--- src/rtl/ram16x8_stream_reader.sv ---
`timescale 1ns/1ps
// ram16x8_stream_reader
//
// Read-side engine for a 16x8 distributed RAM (synchronous write, asynchronous
// read). Accepts a burst command (start address, length), walks the RAM read
// address with modulo-2**AW wrap and streams the bytes out on a valid/ready
// interface at up to one byte per cycle. The write side of the RAM lives
// elsewhere.
//
// Optional build macro: RAM16X8_STREAM_READER_CSUM_EN
//   When defined, a running XOR of all data beats is kept. One extra beat
//   carrying that XOR follows the data beats and is the only beat marked LAST.
//
// Ports:
//   CLK        clock, rising edge
//   RST_N      asynchronous active-low reset
//   CMD_VAL    command valid
//   CMD_RDY    command ready, high only while idle
//   CMD_ADDR   burst start address
//   CMD_LEN    burst length; 0 encodes 2**AW
//   ABORT      synchronous burst cancel, ignored while idle
//   RADR       RAM read address (registered)
//   RDATA      RAM combinational read data
//   DOUT       stream data
//   DOUT_VAL   stream valid
//   DOUT_RDY   stream ready
//   DOUT_LAST  final beat of a burst
//   BUSY       high whenever not idle
module ram16x8_stream_reader #(
  parameter int AW = 4,
  parameter int DW = 8
) (
  input  logic          CLK,
  input  logic          RST_N,
  input  logic          CMD_VAL,
  output logic          CMD_RDY,
  input  logic [AW-1:0] CMD_ADDR,
  input  logic [AW-1:0] CMD_LEN,
  input  logic          ABORT,
  output logic [AW-1:0] RADR,
  input  logic [DW-1:0] RDATA,
  output logic [DW-1:0] DOUT,
  output logic          DOUT_VAL,
  input  logic          DOUT_RDY,
  output logic          DOUT_LAST,
  output logic          BUSY
);

  // Issue counter is one bit wider so a full 2**AW burst fits.
  localparam int CW = AW + 1;

`ifdef RAM16X8_STREAM_READER_CSUM_EN
  typedef enum logic [1:0] {S_IDLE, S_RUN, S_DRAIN, S_CSUM} state_t;
`else
  typedef enum logic [1:0] {S_IDLE, S_RUN, S_DRAIN} state_t;
`endif

  state_t          state, state_nxt;
  logic [AW-1:0]   radr;
  logic [DW-1:0]   dout;
  logic            dout_val;
  logic            dout_last;
  logic [CW-1:0]   issue_cnt;

  logic            accept;     // command handshake in IDLE
  logic            load;       // fetch RDATA into the output register
  logic            finish;     // last beat handshaken in DRAIN
  logic            abort_hit;  // ABORT seen outside IDLE
`ifdef RAM16X8_STREAM_READER_CSUM_EN
  logic [DW-1:0]   csum;
  logic            csum_beat;  // present the checksum beat
`endif

  // ---------------------------------------------------------------------------
  // State register
  // ---------------------------------------------------------------------------
  always_ff @(posedge CLK or negedge RST_N) begin
    if (!RST_N) begin
      state <= S_IDLE;
    end else begin
      // NOTE: clocked state is always assigned with <= so every register in
      // the design samples the pre-edge values of its neighbours.
      state <= state_nxt;
    end
  end

  // ---------------------------------------------------------------------------
  // Next-state and control decode
  // ---------------------------------------------------------------------------
  always_comb begin
    // NOTE: every output of this block gets a default first; a path that
    // leaves one unassigned would infer a latch.
    state_nxt = state;
    accept    = 1'b0;
    load      = 1'b0;
    finish    = 1'b0;
    abort_hit = 1'b0;
`ifdef RAM16X8_STREAM_READER_CSUM_EN
    csum_beat = 1'b0;
`endif

    // ABORT outranks any fetch or handshake in the same cycle.
    if (ABORT && (state != S_IDLE)) begin
      abort_hit = 1'b1;
      state_nxt = S_IDLE;
    end else begin
      unique case (state)
        S_IDLE: begin
          if (CMD_VAL) begin
            accept    = 1'b1;
            state_nxt = S_RUN;
          end
        end
        S_RUN: begin
          // Fetch when the output register is empty or being drained now.
          load = (issue_cnt != '0) && (!dout_val || DOUT_RDY);
          if (load && (issue_cnt == CW'(1))) begin
`ifdef RAM16X8_STREAM_READER_CSUM_EN
            state_nxt = S_CSUM;
`else
            state_nxt = S_DRAIN;
`endif
          end
        end
`ifdef RAM16X8_STREAM_READER_CSUM_EN
        S_CSUM: begin
          // Checksum beat replaces the final data beat once that one leaves.
          if (!dout_val || DOUT_RDY) begin
            csum_beat = 1'b1;
            state_nxt = S_DRAIN;
          end
        end
`endif
        S_DRAIN: begin
          if (dout_val && DOUT_RDY && dout_last) begin
            finish    = 1'b1;
            state_nxt = S_IDLE;
          end
        end
        default: state_nxt = S_IDLE;
      endcase
    end
  end

  // ---------------------------------------------------------------------------
  // Datapath: address walker, issue counter and output register
  // ---------------------------------------------------------------------------
  always_ff @(posedge CLK or negedge RST_N) begin
    if (!RST_N) begin
      radr      <= '0;
      dout      <= '0;
      dout_val  <= 1'b0;
      dout_last <= 1'b0;
      issue_cnt <= '0;
`ifdef RAM16X8_STREAM_READER_CSUM_EN
      csum      <= '0;
`endif
    end else begin
      if (accept) begin
        radr      <= CMD_ADDR;
        issue_cnt <= (CMD_LEN == '0) ? {1'b1, {AW{1'b0}}} : {1'b0, CMD_LEN};
`ifdef RAM16X8_STREAM_READER_CSUM_EN
        csum      <= '0;
`endif
      end

      if (abort_hit) begin
        // DOUT deliberately keeps its last value.
        dout_val  <= 1'b0;
        dout_last <= 1'b0;
        issue_cnt <= '0;
`ifdef RAM16X8_STREAM_READER_CSUM_EN
        csum      <= '0;
`endif
      end else if (load) begin
        // RDATA is sampled at this edge: a same-cycle write to radr is not
        // visible yet, which matches the RAM's asynchronous read.
        dout      <= RDATA;
        dout_val  <= 1'b1;
`ifdef RAM16X8_STREAM_READER_CSUM_EN
        dout_last <= 1'b0;
        csum      <= csum ^ RDATA;
`else
        dout_last <= (issue_cnt == CW'(1));
`endif
        radr      <= radr + AW'(1);  // natural modulo-2**AW wrap
        issue_cnt <= issue_cnt - CW'(1);
`ifdef RAM16X8_STREAM_READER_CSUM_EN
      end else if (csum_beat) begin
        dout      <= csum;
        dout_val  <= 1'b1;
        dout_last <= 1'b1;
`endif
      end else if (finish) begin
        dout_val  <= 1'b0;
        dout_last <= 1'b0;
      end
    end
  end

  // ---------------------------------------------------------------------------
  // Outputs
  // ---------------------------------------------------------------------------
  assign RADR      = radr;
  assign DOUT      = dout;
  assign DOUT_VAL  = dout_val;
  assign DOUT_LAST = dout_last;
  assign CMD_RDY   = (state == S_IDLE);
  assign BUSY      = (state != S_IDLE);

endmodule

--- config.mk ---
export PLATFORM = sky130hd
export DESIGN_NAME = ram16x8_stream_reader
export DESIGN_NICKNAME = d
export VERILOG_FILES = /design/src/rtl/ram16x8_stream_reader.sv
export SDC_FILE = /design/constraint.sdc
export NUM_CORES = 1
export LEC_CHECK = 0
export ABC_CLOCK_PERIOD_IN_PS = 3800
export CAP_MARGIN = 30
export CORE_ASPECT_RATIO = 0.8
export CORE_MARGIN = 10
export CORE_UTILIZATION = 47
export CTS_CLUSTER_SIZE = 40
export DETAILED_ROUTE_END_ITERATION = 6
export PLACE_DENSITY = 0.83
export SETUP_SLACK_MARGIN = 0.02
export SLEW_MARGIN = 0
export SYNTH_ARGS = -nofsm -noshare
export SYNTH_HDL_FRONTEND = slang
export SYNTH_SLANG_ARGS = --single-unit
--- constraint.sdc ---
create_clock -name CLK -period 3.8 [get_ports CLK]
set_input_delay 0.76 -clock CLK [delete_from_list [all_inputs] [get_ports CLK]]
set_output_delay 0.76 -clock CLK [all_outputs]
set_load 0.005 [all_outputs]
==> flow_metrics.env, run 1 <==
export IMPL_clk_latency_ns=0.32
export IMPL_clockRootBuffer="clkbuf_4"
export IMPL_synth_most_common_cell="nand2_1"
export IMPL_crit_family="simple AND/OR/NAND/NOR gates"
export IMPL_fmax_mhz=392.8
export IMPL_reg2reg_to="issue_cnt[4]"
export IMPL_tightest_slew_ns=0.8261
export IMPL_outcome="finished, final reports clean"
export IMPL_synth_area_mm2=0.001072
export IMPL_grt_pass1_vias=1079
export IMPL_synth_top_family_by_area="simple AND/OR/NAND/NOR gates"
export IMPL_rrSetupSlack_ns=1.32
export IMPL_gp_congestion=0.8451
export IMPL_clock_skew_ns=0.007855
export IMPL_cp_required_ns=4.01
export IMPL_finalSetupViolations=0
export IMPL_hold_path_startpoint="DOUT[4]"
export IMPL_synth_seq_cells=21
export IMPL_vias_per_cell=5.730
export IMPL_rows=15
export IMPL_die_x_um=73.40
export IMPL_critPathKind="in2reg"
export IMPL_seq_area_frac_synth_pct=49.01
export IMPL_cts_repair_resized=0
export IMPL_p_per_area_mw_per_mm2=731.8
export IMPL_antenna_cells=0
export IMPL_syn_nets=141
export IMPL_groute_usage_overall_pct=14.36
export IMPL_slowest_stage="nand3_1"
export IMPL_synth_commonest_cells="nand2_1 (30), dfrtp_1 (21), nor2_1 (7), nor3_1 (7)"
export IMPL_rsz0062_at_grt="no"
export IMPL_ys_flop_type="dfrtp_1"
export IMPL_drive_gt1_share_pct=7.190
export IMPL_min_path_cells=2
export IMPL_hp_class="reg2reg"
export IMPL_ys_types=37
export IMPL_nNetsFinal=179
export IMPL_io_pins=37
export IMPL_synthXorXnorAreaFrac_pct=0.8168
export IMPL_synth_simple_gate_area_share_pct=28.70
export IMPL_path_buf_inv=1
export IMPL_clkSlewWorstSetupHoldPaths_ns=0.13
export IMPL_yosys_area_top_type="dfrtp_1"
export IMPL_numCtsBuffers=3
export IMPL_wl_per_cell_um=17.25
export IMPL_netlist_top_cells_area="dfrtp_1 (49%), nand2_1 (11%), ha_1 (4.7%), nor3_1 (3.3%), a221o_1 (2.8%)"
export IMPL_first_pass_iters=4
export IMPL_antenna_found_initial=0
export IMPL_fp_dieH_um=62.72
export IMPL_crit_chain="clkdlybuf4s50_1, nor3b_1, nand3_1, a311oi_1, nor3_1"
export IMPL_placed_cell_area_mm2=0.001446
export IMPL_clock_path_buffers=2
export IMPL_grt_overflow=0
export IMPL_reg2reg_depth=6
export IMPL_grt_pass1_wl_mm=5.388
export IMPL_setup_worst_path_start_class="primary input"
export IMPL_hold_buffers=0
export IMPL_power_leakage_nw=0.6806
export IMPL_cts_setup_buffers=0
export IMPL_grt_max_degree=23
export IMPL_synth_compound_area_share_pct=13.77
export IMPL_hold_viol=0
export IMPL_htreeDepth=1
export IMPL_drv_slew=0
export IMPL_dp_final_hpwl_mm=2.337
export IMPL_post_route_period_util_pct=67.00
export IMPL_cts_sinks=21
export IMPL_cts_tree="yes"
export IMPL_post_route_min_period_ns=2.546
export IMPL_yosysTopAreaCellShare_pct=49.01
export IMPL_synth_cells=116
export IMPL_drt_total_wl_mm=3.071
export IMPL_io_buffers=36
export IMPL_min_to="DOUT[4]"
export IMPL_setup_worst_path_end_class="flop"
export IMPL_power_w=0.001097
export IMPL_dieArea_mm2=0.004604
export IMPL_vias=1020
export IMPL_crit_fanout=22
export IMPL_max_cap_violations=0
export IMPL_arrival_ns=2.76
export IMPL_area_growth_pct=39.79
export IMPL_relSlewSlack_pct=44.78
export IMPL_async_reset_ff_share_pct=100.0
export IMPL_avgSynthCellArea_um2=9.244
export IMPL_initial_core_util_pct=49.68
export IMPL_synth_edf_count=0
export IMPL_drc=0
export IMPL_stdcell_area_mm2=0.001499
export IMPL_fp_coreArea_mm2=0.002158
export IMPL_synth_fa_ha_area_share_pct=4.667
export IMPL_yosysWarnings=0
export IMPL_finish_utilization_pct=69.45
export IMPL_ir_worst_vdd_v=0.0004491
export IMPL_slowest_delay_ns=0.65
export IMPL_synth_mux_area_share_pct=0
export IMPL_rr_startpoint="issue_cnt[0]"
export IMPL_drt_iter0_markers=84
export IMPL_fin_setup_tns_ns=0
export IMPL_ant_nets=0
==> worst max-delay path by stage <==
stage                 startpoint            to  slack [ns]  cells after the start
finish                     ABORT       RADR[3]        1.25                      5
global route               ABORT  issue_cnt[4]        1.09                      5
CTS                     state[1]       CMD_RDY        1.30                      3
detailed placement         ABORT       RADR[3]        0.96                      5
global placement           ABORT       RADR[3]        1.05                      5
floorplan           issue_cnt[0]  issue_cnt[4]        1.93                      6
==> metrics by stage <==
| stage | cells | setup WS, ns | hold slack [ns] |
|---|---|---|---|
| 2_1_floorplan | 116 | 1.932 | 0.4545 |
| 3_3_place_gp | 173 | 1.052 | 0.4634 |
| 3_5_place_dp | 173 | 0.9605 | 0.4646 |
| 4_1_cts | 177 | 1.305 | 0.4921 |
| 5_1_grt | 178 | 1.088 | 0.5425 |
| 6_report | 178 | 1.254 | 0.4887 |
==> power by group <==
group | total (W) | internal (W) | switching, W | leakage (nW)
logic | 0.000549 | 0.000306 | 0.000243 | 0.401
registers | 0.000434 | 0.000324 | 0.000110 | 0.262
clock network | 0.000114 | 0.0000395 | 0.0000746 | 0.0177
==> kinds of logic after synthesis <==
kind of cell             Yosys count
AO/OA/AOI/OAI                     19
flip-flops                        21
AND/OR/NAND/NOR                   63
XOR/XNOR                           1
buffers and inverters              8
adder cells (fa/ha/maj)            4
==> worst min-delay path: cells and delay by family (launching register included) <==
kind	cells	cell delay, ns
DFF	1	0.36
and+or+nand+nor	2	0.10
==> layout make-up <==
| cell class | count | area, um2 |
|---|---|---|
| Fill cell | 180 | 659.4 |
| Sequential cell | 21 | 525.5 |
| Multi-Input combinational cell | 87 | 514.2 |
| Timing Repair Buffer | 37 | 385.4 |
| Tap cell | 25 | 31.28 |
| Clock buffer | 3 | 22.52 |
| Inverter | 4 | 15.01 |
| Clock inverter | 1 | 5.005 |
==> per-layer routing <==
layer / global-route usage, % / vias to the layer above / wire [um] / share of wire (%)
met5: 0 / - / 0 / 0
met4: 5.349 / 0 / 43 / 1.4
met3: 4.286 / 4 / 184 / 6.0
met2: 24.36 / 25 / 1645 / 54
met1: 16.27 / 506 / 1197 / 39
li1: - / 485 / - / -
==> layout by cell type (no fill, tap or decap), types with 2 or more instances in the layout <==
master,Yosys,routed
or4_1,2,2
nand2_1,30,30
and3_1,3,3
a21oi_1,3,3
clkdlybuf4s50_1,0,36
nand2b_1,2,2
dfrtp_1,21,21
a221o_1,3,3
nor2_1,7,7
nand3_1,4,4
ha_1,4,4
o22ai_1,2,2
nor3_1,7,7
clkbuf_4,0,3
inv_1,3,3
==> registers in the layout (all words and copies together) (netlist names) <==
register and count:
state 2, issue_cnt 5, DOUT_VAL 1, RADR 4, DOUT 8, DOUT_LAST 1
(Power assumes the default switching activity.)
==> run 2, diff against run 1 <==
--- a/config.mk
+++ b/config.mk
@@ -5,14 +5,14 @@
 export SDC_FILE = /design/constraint.sdc
 export NUM_CORES = 1
 export LEC_CHECK = 0
-export ABC_CLOCK_PERIOD_IN_PS = 3800
+export ABC_CLOCK_PERIOD_IN_PS = 2390
 export CAP_MARGIN = 30
 export CORE_ASPECT_RATIO = 0.8
 export CORE_MARGIN = 10
-export CORE_UTILIZATION = 47
+export CORE_UTILIZATION = 44
 export CTS_CLUSTER_SIZE = 40
 export DETAILED_ROUTE_END_ITERATION = 6
-export PLACE_DENSITY = 0.83
+export PLACE_DENSITY = 0.78
 export SETUP_SLACK_MARGIN = 0.02
 export SLEW_MARGIN = 0
 export SYNTH_ARGS = -nofsm -noshare
==> constraint.sdc (replaced) <==
create_clock -name CLK -period 2.39 [get_ports CLK]
set_input_delay 0.478 -clock CLK [delete_from_list [all_inputs] [get_ports CLK]]
set_output_delay 0.478 -clock CLK [all_outputs]
set_load 0.005 [all_outputs]
==> run 2 against run 1 <==
Non-clock buffer count rose by 1. Worst setup slack worse by 1.1 ns. Global-route usage down 1.8 points. Final cell count up 0.56%. Power grew 57%. Flip-flop and latch count did not move. First-iteration DRC count down 60%. Clock skew decreased by 0.0069 ns. Register-to-register slack worse by 1.1 ns. Sequential power increased by 58%. Critical path type is now reg2reg. Largest power group unchanged. Highest routed layer unchanged.
==> flow_metrics.env, run 2 (synthesized netlist as in run 1, its figures left out) <==
export IMPL_outcome="finished, final reports clean"
export IMPL_setup_ws_ns=0.1925
export IMPL_drt_total_wl_mm=2.928
export IMPL_fp_coreArea_mm2=0.002233
export IMPL_tightest_slew_ns=0.4452
export IMPL_ir_worst_vdd_v=0.0005685
export IMPL_grt_max_degree=23
export IMPL_grt_overflow=0
export IMPL_fmax_mhz=455.1
export IMPL_wl_per_cell_um=16.36
export IMPL_slowest_delay_ns=0.48
export IMPL_hold_viol=0
export IMPL_clkSlewWorstSetupHoldPaths_ns=0.11
export IMPL_rows=15
export IMPL_io_buffers=36
export IMPL_fp_dieH_um=64.16
export IMPL_numCtsBuffers=3
export IMPL_final_common_cell="clkdlybuf4s50_1"
export IMPL_vias=984
export IMPL_rsz0062_at_grt="no"
export IMPL_largest_register_ffs=8
export IMPL_grt_pass1_wl_mm=4.836
export IMPL_cts_setup_buffers=0
export IMPL_drive_gt1_share_pct=7.143
export IMPL_finalSetupViolations=0
export IMPL_die_x_um=75.19
export IMPL_grt_pass1_vias=990
export IMPL_area_growth_pct=38.74
export IMPL_clock_path_buffers=2
export IMPL_post_route_period_util_pct=91.94
export IMPL_finish_utilization_pct=66.61
export IMPL_io_pins=37
export IMPL_cts_tree="yes"
export IMPL_pre_cts_ws_ns=0.1973
export IMPL_crit_chain="inv_1, ha_1, or4b_4, and3_1, and3_1, a2111o_1"
export IMPL_initial_core_util_pct=48.01
export IMPL_drv_slew=0
export IMPL_crit_family="simple AND/OR/NAND/NOR gates"
export IMPL_power_w=0.001723
export IMPL_clk_latency_ns=0.30
export IMPL_setup_worst_path_end_class="flop"
export IMPL_nNetsFinal=180
export IMPL_gp_congestion=0.7899
export IMPL_hold_buffers=0
export IMPL_relSlewSlack_pct=70.32
export IMPL_dieArea_mm2=0.004824
export IMPL_dp_final_hpwl_mm=2.305
export IMPL_critical_path_most_common_cell="and3_1"
export IMPL_antenna_found_initial=0
export IMPL_groute_usage_overall_pct=12.58
export IMPL_arrival_ns=2.39
export IMPL_htreeDepth=1
export IMPL_cp_required_ns=2.58
export IMPL_hp_class="reg2reg"
export IMPL_cts_sinks=21
export IMPL_max_cap_violations=0
export IMPL_nFillCells=188
export IMPL_clock_skew_ns=0.0009081
export IMPL_critPathKind="reg2reg"
export IMPL_setup_worst_path_start_class="flop"
export IMPL_vias_per_cell=5.497
export IMPL_final_cell_mix="clkdlybuf4s50_1 (36), nand2_1 (30), dfrtp_1 (21)"
export IMPL_first_pass_iters=6
export IMPL_drt_iter0_markers=34
export IMPL_post_route_min_period_ns=2.197
export IMPL_ant_nets=0
export IMPL_crit_fanout=12
export IMPL_clockRootBuffer="clkbuf_4"
export IMPL_slowest_stage="or4b_4"
export IMPL_drc=0
export IMPL_power_leakage_nw=0.6746
export IMPL_fin_setup_tns_ns=0
export IMPL_antenna_cells=0
export IMPL_p_per_area_mw_per_mm2=1158
export IMPL_path_buf_inv=1
export IMPL_cts_repair_resized=0
==> run 2: cell types whose count changed in the layout (fill, tap and decap cells not counted) <==
cell       change
clkbuf_1       +1
clkbuf_16      -1
clkinv_2       -1
buf_4          +2
==> run 2: layout make-up <==
class                           count  area (um2)  share of cell area (%)
Multi-Input combinational cell     87       514.2                   34.57
Sequential cell                    21       525.5                   35.32
Clock buffer                        4       26.28                   1.766
Tap cell                           25       31.28                   2.103
Timing Repair Buffer               38       375.4                   25.23
Inverter                            4       15.01                   1.009
==> run 2: routing by layer <==
metal | part of all wire [%] | wire length (um) | up-vias | GRT usage [%]
met5 | 0 | 0 | - | 0
met2 | 53 | 1550 | 26 | 22.14
li1 | - | - | 488 | -
met4 | 1.7 | 50 | 0 | 3.472
met3 | 5.3 | 154 | 4 | 3.395
met1 | 40 | 1172 | 466 | 14.45
==> run 2: worst reg2reg max path: stages (launching register included) <==
cell,delay (ns)
dfrtp_1,0.46
inv_1,0.10
ha_1,0.14
or4b_4,0.48
and3_1,0.33
and3_1,0.24
a2111o_1,0.34
==> run 2: per-stage QoR <==
step | cell area (um2) | hold WS (ns) | std cells
after floorplan | 1072 | 0.1824 | 116
after global routing | 1488 | 0.5104 | 179
after global placement | 1461 | 0.4578 | 175
final | 1488 | 0.4856 | 179
after CTS | 1488 | 0.4887 | 179
after detailed placement | 1461 | 0.4609 | 175
==> run 2: worst paths after layout <==
kind	cells past startpoint	slack (ns)	startpoint	endpoint
setup / recovery	6	0.19	issue_cnt[0]	issue_cnt[4]
hold / removal	2	0.49	DOUT[1]	DOUT[1]
setup reg to reg	6	0.19	issue_cnt[0]	issue_cnt[4]
hold reg to reg	2	0.49	DOUT[1]	DOUT[1]
max in group asynchronous	2	1.67	RST_N	issue_cnt[3]
min in group asynchronous	2	0.51	RST_N	RADR[1]
==> run 2: where the power goes <==
part / switching [W] / internal [W]
registers: 0.000169 / 0.000515
logic: 0.000382 / 0.000490
clock network: 0.000102 / 0.0000650
==> variant, RTL diff (settings of run 2) <==
The parameter `DW` goes from 8 to 10.
--- a/src/rtl/ram16x8_stream_reader.sv
+++ b/src/rtl/ram16x8_stream_reader.sv
@@ -28,7 +28,7 @@
 //   BUSY       high whenever not idle
 module ram16x8_stream_reader #(
   parameter int AW = 4,
-  parameter int DW = 8
+  parameter int DW = 10
 ) (
   input  logic          CLK,
   input  logic          RST_N,
Interface: changed (resized DOUT and RDATA); port bits go from 37 to 41. No check against the original RTL was run, so the function may have changed too.
==> variant against run 2 <==
  * Sequential cell count increased by 2
  * Final area increased by 9.9%
  * Worst setup slack improved by 8.5 ps
  * Highest routed layer unchanged
  * Power increased by 5.3%
  * Wire length increased by 6.3%
  * Sequential share of layout area decreased by 0.13 points
  * Synthesized area increased by 9.0%
  * Global-route usage decreased by 0.10 points
==> variant: results (changes against run 2) <==
outcome=finished, final reports clean; share of cells above drive strength 1=5.26% (-1.9 points); Synth cell types=34 (-8.1%); flop-to-flop setup slack=290 ps (+100 ps); largest net degree at the start of global routing=24 (+4.3%); Syn-to-layout area delta=39.9%; first-pass GRT wire length=5.31 mm (+9.7%); final-stage net count=199 (+11%); Crit Path Max Fanout=7 (-5); Internal=1.14 mW (+6.2%); max reg flops=10 (+2); WL per Instance=15.0 µm (-8.1%); hpwl dp=2.45 mm (+6.2%); Final Non-Filler Cells=207 (+16%); P_leak=0.750 nW (+11%); Tot GR Track Use=12.5% (-0.10 points); register area share after synthesis=49.3% (+0.24 points); drt pass-1 iters=5 (-1); commonest cells in the netlist=nand2_1 (38), dfrtp_1 (23), nor3_1 (7), nor2_1 (6), inv_1 (5); peak supply drop=0.656 mV (+15%); Net Count, Synth=156 (+11%); Filler Cell Count=221 (+18%); Critical Path AT=1710 ps (-680 ps); Setup crit end=CMD_RDY; CP startpoint=state[0]; vias in the first global route=1099 (+11%); first-iteration detailed-routing DRC count=49 (+44%); Area contributors post-synth=dfrtp_1 (49%), nand2_1 (12%), ha_1 (4.3%); syn_area_per_cell=9.06 µm² (-2.0%); GP Congestion=0.844 (+6.8%); Setup Skew=4.77 ps (+3.86 ps)
## variant: kinds of logic after synthesis
kind of cell	count (synthesis)	synth area share [%]
and+or+nand+nor	69	27.3
DFF	23	49.3
AOI/OAI and AO/OA	22	14.5
buffers and inverters	10	3.96
adders and majority gates	4	4.28
xor gates and xnor gates	1	0.750
## variant: worst min path at each step
stage               startpoint         to  slack, ps  cells past startpoint
CTS                    DOUT[0]    DOUT[0]        490                      2
detailed placement     DOUT[7]    DOUT[7]        460                      2
finish                 DOUT[2]    DOUT[2]        490                      2
global placement       DOUT[0]    DOUT[0]        460                      2
global route             RST_N  DOUT_LAST        520                      2
floorplan                RST_N    DOUT[0]        180                      0
## variant: layout make-up
class,instances,area [µm²],area share (%)
clock buffer,4,26.3,1.61
inverter,5,18.8,1.15
multi-input combinational,96,547,33.4
sequential,23,576,35.2
tap,36,45.0,2.75
timing repair buffer,43,423,25.9
## variant: metrics by stage
step / hold WS, ps / setup slack (ps)
floorplan: 182 / 435
global placement: 457 / 328
detailed placement: 462 / 263
CTS: 492 / 193
global route: 521 / 100
finish: 485 / 201
## variant: power groups by stage
stage	clock, mW	sequential [mW]	combinational (mW)
final	0.176	0.729	0.910
after global routing	0.202	0.759	1.02
after CTS	0.184	0.728	0.923
after detailed placement	0	0.736	0.918
after global placement	0	0.725	0.892
after floorplan	0	0.717	0.475
## variant: metal layers
| metal | GRT usage (%) | part of all wire, % | vias to the layer above |
|---|---|---|---|
| met1 | 13.8 | 39 | 506 |
| met4 | 4.32 | 0.51 | 0 |
| met3 | 3.67 | 5.7 | 2 |
| met2 | 22.4 | 54 | 35 |
| li1 | - | - | 536 |
| met5 | 0 | 0 | - |
## variant: worst max-delay path: stages (launching register included)
cell and delay, ps:
dfrtp_1 460, or2_2 320, inv_1 110, clkdlybuf4s50_1 520
